<file path="src/rtl/adc_capture_pkg.sv">
// rtl/adc_capture_pkg.sv - register map, field positions and sample type for adc_sample_capture
package adc_capture_pkg;

  localparam int SAMPLE_W = 10;

  localparam logic [1:0] CTRL_OFS   = 2'd0;
  localparam logic [1:0] STATUS_OFS = 2'd1;
  localparam logic [1:0] DATA_OFS   = 2'd2;
  localparam logic [1:0] THRESH_OFS = 2'd3;

  localparam int CTRL_EN_BIT     = 0;
  localparam int CTRL_K_LSB      = 1;
  localparam int CTRL_FLUSH_BIT  = 8;
  localparam int CTRL_IRQ_EN_BIT = 9;

  localparam int STAT_EMPTY_BIT = 0;
  localparam int STAT_FULL_BIT  = 1;
  localparam int STAT_OVF_BIT   = 2;
  localparam int STAT_THR_BIT   = 3;
  localparam int STAT_LEVEL_LSB = 4;

  localparam int THRESH_TEN_BIT = 16;

  typedef logic [SAMPLE_W-1:0] sample_t;

  function automatic logic [2:0] clamp_k(input logic [2:0] k_in, input int unsigned k_max);
    return (32'(k_in) > k_max) ? 3'(k_max) : k_in;
  endfunction

endpackage

</file>
<file path="src/rtl/adc_capture_fifo.sv">
// rtl/adc_capture_fifo.sv - synchronous FIFO for averaged words; pop frees a slot for a same-cycle push
module adc_capture_fifo #(
  parameter int W     = 10,
  parameter int DEPTH = 8
) (
  input  logic                     clk,
  input  logic                     rst,
  input  logic                     push,
  input  logic                     pop,
  input  logic                     flush,
  input  logic [W-1:0]             din,
  output logic [W-1:0]             head,
  output logic [$clog2(DEPTH):0]   level,
  output logic                     full,
  output logic                     empty
);
  localparam int AW = $clog2(DEPTH);

  logic [W-1:0] mem [DEPTH];
  logic [AW:0]  wptr;
  logic [AW:0]  rptr;
  logic         do_push;
  logic         do_pop;

  assign level   = wptr - rptr;
  assign empty   = (wptr == rptr);
  assign full    = (level == (AW+1)'(DEPTH));
  assign head    = mem[rptr[AW-1:0]];
  assign do_pop  = pop & ~empty;
  assign do_push = push & (~full | do_pop);

  always_ff @(posedge clk) begin
    if (rst || flush) begin
      wptr <= '0;
      rptr <= '0;
    end else begin
      if (do_push) wptr <= wptr + 1'b1;
      if (do_pop)  rptr <= rptr + 1'b1;
    end
  end

  always_ff @(posedge clk) begin
    if (do_push && !flush && !rst) mem[wptr[AW-1:0]] <= din;
  end

endmodule

</file>
<file path="src/rtl/adc_sample_capture.sv">
// rtl/adc_sample_capture.sv - 2^k sample averager, FIFO and Wishbone slave with IRQ
// Optional threshold detector enabled by defining ADC_CAPTURE_THRESH_EN.
module adc_sample_capture
  import adc_capture_pkg::*;
#(
  parameter logic [31:0] BASE_ADDR    = 32'h3000_0000,
  parameter int          DATA_W       = SAMPLE_W,
  parameter int          FIFO_DEPTH   = 8,
  parameter int          MAX_LOG2_AVG = 4
) (
  input  logic              wb_clk_i,
  input  logic              wb_rst_i,
  input  logic [DATA_W-1:0] sample_i,
  input  logic              sample_valid_i,
  input  logic              wbs_cyc_i,
  input  logic              wbs_stb_i,
  input  logic              wbs_we_i,
  input  logic [3:0]        wbs_sel_i,
  input  logic [31:0]       wbs_adr_i,
  input  logic [31:0]       wbs_dat_i,
  output logic              wbs_ack_o,
  output logic [31:0]       wbs_dat_o,
  output logic              irq_o
);
  localparam int ACC_W = DATA_W + MAX_LOG2_AVG;
  localparam int CNT_W = MAX_LOG2_AVG + 1;
  localparam int LVL_W = $clog2(FIFO_DEPTH) + 1;

  logic              en, irq_en, ovf, thr;
  logic [2:0]        k;
  logic              hit, ctrl_wr, status_wr, thresh_wr, pop, flush;
  logic [1:0]        reg_sel;
  logic              en_nxt, win_clear, win_done;
  logic [2:0]        k_nxt;
  logic [ACC_W-1:0]  acc, acc_sum, avg;
  logic [CNT_W-1:0]  cnt, cnt_inc;
  logic              push_valid;
  logic [DATA_W-1:0] push_word, head;
  logic [LVL_W-1:0]  level;
  logic              full, empty, pop_ok;
  logic [31:0]       rd_data, thresh_rd;
  logic              unused_in;

  assign hit       = wbs_cyc_i & wbs_stb_i & ~wbs_ack_o & (wbs_adr_i[31:4] == BASE_ADDR[31:4]);
  assign reg_sel   = wbs_adr_i[3:2];
  assign ctrl_wr   = hit & wbs_we_i & (reg_sel == CTRL_OFS);
  assign status_wr = hit & wbs_we_i & (reg_sel == STATUS_OFS);
  assign thresh_wr = hit & wbs_we_i & (reg_sel == THRESH_OFS);
  assign pop       = hit & ~wbs_we_i & (reg_sel == DATA_OFS);
  assign flush     = ctrl_wr & wbs_sel_i[1] & wbs_dat_i[CTRL_FLUSH_BIT];
  assign pop_ok    = pop & ~empty;
  assign unused_in = ^{wbs_sel_i[3:2], wbs_dat_i, wbs_adr_i[1:0]};

  // Any write that disables capture or changes K discards the partial window.
  assign en_nxt    = (ctrl_wr & wbs_sel_i[0]) ? wbs_dat_i[CTRL_EN_BIT] : en;
  assign k_nxt     = (ctrl_wr & wbs_sel_i[0]) ?
                     clamp_k(wbs_dat_i[CTRL_K_LSB +: 3], MAX_LOG2_AVG) : k;
  assign win_clear = flush | ~en_nxt | (k_nxt != k);

  assign acc_sum  = acc + ACC_W'(sample_i);
  assign cnt_inc  = cnt + 1'b1;
  assign win_done = (cnt_inc == (CNT_W'(1) << k));
  assign avg      = acc_sum >> k;

  always_ff @(posedge wb_clk_i) begin
    if (wb_rst_i) begin
      en     <= 1'b0;
      k      <= '0;
      irq_en <= 1'b0;
    end else if (ctrl_wr) begin
      en <= en_nxt;
      k  <= k_nxt;
      if (wbs_sel_i[1]) irq_en <= wbs_dat_i[CTRL_IRQ_EN_BIT];
    end
  end

  always_ff @(posedge wb_clk_i) begin
    if (wb_rst_i) begin
      acc        <= '0;
      cnt        <= '0;
      push_valid <= 1'b0;
      push_word  <= '0;
    end else begin
      push_valid <= 1'b0;
      if (win_clear) begin
        acc <= '0;
        cnt <= '0;
      end else if (sample_valid_i) begin
        if (win_done) begin
          acc        <= '0;
          cnt        <= '0;
          push_valid <= 1'b1;
          push_word  <= avg[DATA_W-1:0];
        end else begin
          acc <= acc_sum;
          cnt <= cnt_inc;
        end
      end
    end
  end

  adc_capture_fifo #(.W(DATA_W), .DEPTH(FIFO_DEPTH)) u_fifo (
    .clk   (wb_clk_i),
    .rst   (wb_rst_i),
    .push  (push_valid),
    .pop   (pop),
    .flush (flush),
    .din   (push_word),
    .head  (head),
    .level (level),
    .full  (full),
    .empty (empty)
  );

  always_ff @(posedge wb_clk_i) begin
    if (wb_rst_i) ovf <= 1'b0;
    else if (push_valid & full & ~pop_ok & ~flush) ovf <= 1'b1;
    else if (status_wr & wbs_sel_i[0] & wbs_dat_i[STAT_OVF_BIT]) ovf <= 1'b0;
  end

`ifdef ADC_CAPTURE_THRESH_EN
  logic [DATA_W-1:0] thr_level;
  logic              thr_en;
  logic              push_ok;

  assign push_ok   = push_valid & ~flush & (~full | pop_ok);
  assign thresh_rd = 32'(thr_level) | (32'(thr_en) << THRESH_TEN_BIT);

  always_ff @(posedge wb_clk_i) begin
    if (wb_rst_i) begin
      thr_level <= '0;
      thr_en    <= 1'b0;
      thr       <= 1'b0;
    end else begin
      if (thresh_wr) begin
        if (wbs_sel_i[0]) thr_level[7:0]        <= wbs_dat_i[7:0];
        if (wbs_sel_i[1]) thr_level[DATA_W-1:8] <= wbs_dat_i[DATA_W-1:8];
        if (wbs_sel_i[2]) thr_en                <= wbs_dat_i[THRESH_TEN_BIT];
      end
      if (push_ok & thr_en & (push_word >= thr_level)) thr <= 1'b1;
      else if (status_wr & wbs_sel_i[0] & wbs_dat_i[STAT_THR_BIT]) thr <= 1'b0;
    end
  end
`else
  assign thr       = 1'b0;
  assign thresh_rd = '0;
`endif

  always_comb begin
    rd_data = '0;
    case (reg_sel)
      CTRL_OFS: begin
        rd_data[CTRL_EN_BIT]       = en;
        rd_data[CTRL_K_LSB +: 3]   = k;
        rd_data[CTRL_IRQ_EN_BIT]   = irq_en;
      end
      STATUS_OFS: begin
        rd_data[STAT_EMPTY_BIT]            = empty;
        rd_data[STAT_FULL_BIT]             = full;
        rd_data[STAT_OVF_BIT]              = ovf;
        rd_data[STAT_THR_BIT]              = thr;
        rd_data[STAT_LEVEL_LSB +: LVL_W]   = level;
      end
      DATA_OFS:   if (!empty) rd_data[DATA_W-1:0] = head;
      default:    rd_data = thresh_rd;
    endcase
  end

  always_ff @(posedge wb_clk_i) begin
    if (wb_rst_i) begin
      wbs_ack_o <= 1'b0;
      wbs_dat_o <= '0;
      irq_o     <= 1'b0;
    end else begin
      wbs_ack_o <= hit;
      wbs_dat_o <= (hit & ~wbs_we_i) ? rd_data : '0;
      irq_o     <= irq_en & (~empty | ovf | thr);
    end
  end

endmodule

</file>
<file path="config.mk">
export PLATFORM = sky130hd
export DESIGN_NAME = adc_sample_capture
export DESIGN_NICKNAME = d
export VERILOG_FILES = /design/src/rtl/adc_capture_pkg.sv /design/src/rtl/adc_capture_fifo.sv /design/src/rtl/adc_sample_capture.sv
export SDC_FILE = /design/constraint.sdc
export NUM_CORES = 1
export LEC_CHECK = 0
export CORE_UTILIZATION = 40
export CTS_CLUSTER_SIZE = 30
export DETAILED_ROUTE_END_ITERATION = 6
export MAX_ROUTING_LAYER = met4
export PLACE_DENSITY = 0.65
export SETUP_SLACK_MARGIN = 0.1
export SYNTH_ARGS = -nofsm -noshare
export SYNTH_HDL_FRONTEND = slang
export SYNTH_SLANG_ARGS = --single-unit
</file>
<file path="constraint.sdc">
create_clock -name wb_clk_i -period 2.7 [get_ports wb_clk_i]
set_input_delay 0.27 -clock wb_clk_i [delete_from_list [all_inputs] [get_ports wb_clk_i]]
set_output_delay 0.27 -clock wb_clk_i [all_outputs]
set_load 0.05 [all_outputs]
</file>
==> results.sh <==
export IMPL_outcome="finished clean"
export IMPL_clkPwrFrac_pct=47.0
export IMPL_period_minus_slack_ns=2.56
export IMPL_drc=0
export IMPL_wl_per_cell_um=17.4
export IMPL_synthesis_area_um2=7240
export IMPL_ir_worst_vdd_v=0.000554
export IMPL_fillCellCount=1478
export IMPL_postCtsHoldBufs=0
export IMPL_clockBufferDepth=2
export IMPL_synth_area_leader_cell="edfxtp_1"
export IMPL_hp_class="input port to flip-flop"
export IMPL_worst_setup_path_type="flip-flop to flip-flop"
export IMPL_die_area_um2=18600
export IMPL_viasPerCell=5.38
export IMPL_yosysSeqAreaShare_pct=49.5
export IMPL_postLayoutCoreUtil_pct=53.8
export IMPL_ys_warn_count=0
export IMPL_synth_edf_count=80
export IMPL_dpl_hpwl_mm=13.1
export IMPL_min_period_over_period_pct=94.9
export IMPL_grt_pass1_vias=5698
export IMPL_maxCapViolCount=0
export IMPL_drt_initial_drc_count=342
export IMPL_rsz0062_at_grt="yes"
export IMPL_p_switching_mw=1.12
export IMPL_vias=5484
export IMPL_power_leakage_nw=3.65
export IMPL_wl_mm=17.7
export IMPL_synthTopCellsByArea="edfxtp_1 33%, dfxtp_1 16%, mux4_2 7.2%"
export IMPL_ctsHtreeMaxLevel=4
export IMPL_critPathMaxFanout=3
export IMPL_mostFrequentLayoutCells="84 x buf_4, 80 x edfxtp_1, 73 x nor2_1, 64 x clkdlybuf4s50_1, 57 x dfxtp_1"
export IMPL_synthFlopType="edfxtp_1"
export IMPL_cellPowerDensity_nw_per_um2=506
export IMPL_path_clk_slew_ns=0.06
export IMPL_nets=888
export IMPL_cts_tree="done"
export IMPL_synth_top_cell_area_share_pct=33.2
export IMPL_hold_violations=0
export IMPL_gp_congestion=0.879
export IMPL_cts_root_buf="clkbuf_16"
export IMPL_synth_area_per_cell_um2=11.3
export IMPL_p_seq_share_pct=46.6
export IMPL_fmax_ghz=0.390
export IMPL_layout_commonest_cell="buf_4"
export IMPL_grtUsageTotal_pct=21.0
export IMPL_syn_to_final_growth_pct=29.9
export IMPL_power_frac_comb_pct=6.4
export IMPL_layout_drive_gt1_share_pct=25.4
export IMPL_postRouteAntennaNets=0
export IMPL_switching_share_pct=23.6
export IMPL_clock_latency_ns=0.42
export IMPL_synth_distinct_cells=76
export IMPL_io_buffer_count=65
export IMPL_worst_setup_path_end_kind="flip-flop"
export IMPL_fp_dieH_um=136
export IMPL_cp_data_arrival_time_ns=2.87
export IMPL_drt_pass1_iterations=4
export IMPL_internal_power_mw=3.63
export IMPL_dp_slack_ns=-0.344
export IMPL_worstMarginPinSlew_ns=0.686
export IMPL_grt_pass1_wl_mm=28.9
export IMPL_grt_remaining_overflow=0
export IMPL_ys_async_sr_fraction_pct=0
export IMPL_clock_skew_final_ns=0.0104
export IMPL_io_pins=118
export IMPL_startpoint_type="flip-flop"
export IMPL_syn_inst=638
export IMPL_placed_area_um2=8680
export IMPL_cts_buffers=17
export IMPL_ys_ff_latch=139
export IMPL_diodes=0
export IMPL_die_w_um=136
export IMPL_maxSlewHeadroom_pct=54.2
export IMPL_setup_violations=0
export IMPL_slew_viol_final=0
export IMPL_required_ns=3.01
export IMPL_core_region_area_um2=17500
export IMPL_grt_start_max_net_pins=22
export IMPL_fin_total_pwr_mw=4.75
export IMPL_start_util_pct=41.4
export IMPL_antenna_found_initial=0
export IMPL_core_rowCount=48
export IMPL_worst_slack_ns=0.139
export IMPL_cts_num_sinks=139
export IMPL_design_area_um2=9400
==> metrics by stage <==
stage	hold WS [ns]	setup TNS (ns)	instances
floorplan	0.375	0	659
global placement	0.452	-3.05	986
detailed placement	0.461	-4.23	986
CTS	0.389	0	1017
global route	0.413	0	1019
finish	0.397	0	1019
==> cell type report <==
type | instances | area, um2 | share of cell area, %
repair buffers | 157 | 1410 | 15.0
well taps | 225 | 282 | 2.99
inverters | 21 | 78.8 | 0.839
clock buffers | 17 | 425 | 4.53
flip-flops and latches | 139 | 3590 | 38.1
multi-input cells | 446 | 3480 | 37.1
clock inverters | 14 | 135 | 1.44
==> path summary, 6_finish.rpt <==
kind                startpoint           end  slack, ns  cells after the start
setup / recovery        acc[0]  push_word[3]       0.14                      9
hold / removal    wbs_dat_i[9]        irq_en       0.40                      3
hold reg to reg         acc[3]        acc[3]       0.47                      2
setup reg to reg        acc[0]  push_word[3]       0.14                      9
==> per-layer routing <==
metal / share of wire [%] / global-route usage, % / vias up
met4: 1.9 / 8.09 / 0
met3: 3.3 / 3.41 / 25
met1: 43 / 24.4 / 2713
li1: - / - / 2637
met2: 52 / 36.4 / 109
met5: 0 / - / -
==> kinds of logic after synthesis <==
group,Yosys count,synth area share [%]
multiplexers,42,9.86
other,1,0.0518
XOR/XNOR,20,2.42
AO/OA/AOI/OAI,123,12.2
adder cells (fa/ha/maj),22,4.01
flip-flops,139,49.5
AND/OR/NAND/NOR,217,16.2
buffers and inverters,74,5.69
==> registers in the layout, summed over array words and instances, names as in the netlist, named ones only <==
signal and count:
irq_en 1, acc 14, en 1, u_fifo.rptr 4
irq_o 1, cnt 5, k 3, u_fifo.wptr 4
ovf 1, push_word 10, wbs_ack_o 1, u_fifo.mem 80
wbs_dat_o 10, push_valid 1
==> power by group through the flow <==
stage               Combinational [mW]  Sequential (mW)  Clock (mW)
floorplan                        0.176             2.26           0
global placement                 0.292             2.26           0
global route                     0.324             2.21        2.37
detailed placement               0.296             2.26           0
CTS                              0.298             2.21        2.27
finish                           0.305             2.22        2.23
==> synth_stat cells (3+ instances only) <==
library cell  instances
ha_1                 20
nand2b_1              7
nor3_1               11
o21ai_0              14
xor2_1               12
mux4_2               23
nand3_1              26
edfxtp_1             80
mux2_2                4
mux2i_1              15
a221oi_1              4
o32ai_1               3
or3_1                 8
dfxtp_1              59
buf_2                 6
a311oi_1              6
nor2_1               77
inv_1                20
nor4_2                3
a21o_1                4
nand2_1              38
clkbuf_1             16
a31oi_1               4
nand3b_1              5
buf_4                24
o211ai_1              7
o2111ai_1             4
nor2b_1               6
o22a_1                3
o21a_1                5
a21oi_1              37
and3_1                7
nor4_4                4
nor3b_1               3
xnor2_1               8
nand4_1               5
buf_1                 4
o21ai_1               3
==> timing repair <==
item	4_1_cts	5_1_grt
pin swaps	6	15
gates resized for setup	9	22
setup buffers	0	2
setup endpoints to repair	86	55
==> critical path: stages (launching register included) <==
cell and delay [ns]:
dfxtp_2 0.34, ha_4 0.16, fa_2 0.37, a211oi_4 0.29, o21ai_2 0.11, o211a_1 0.23
or3_4 0.35, mux4_2 0.46, nand2_1 0.07, a311oi_1 0.07
(Power assumes the default switching activity.)
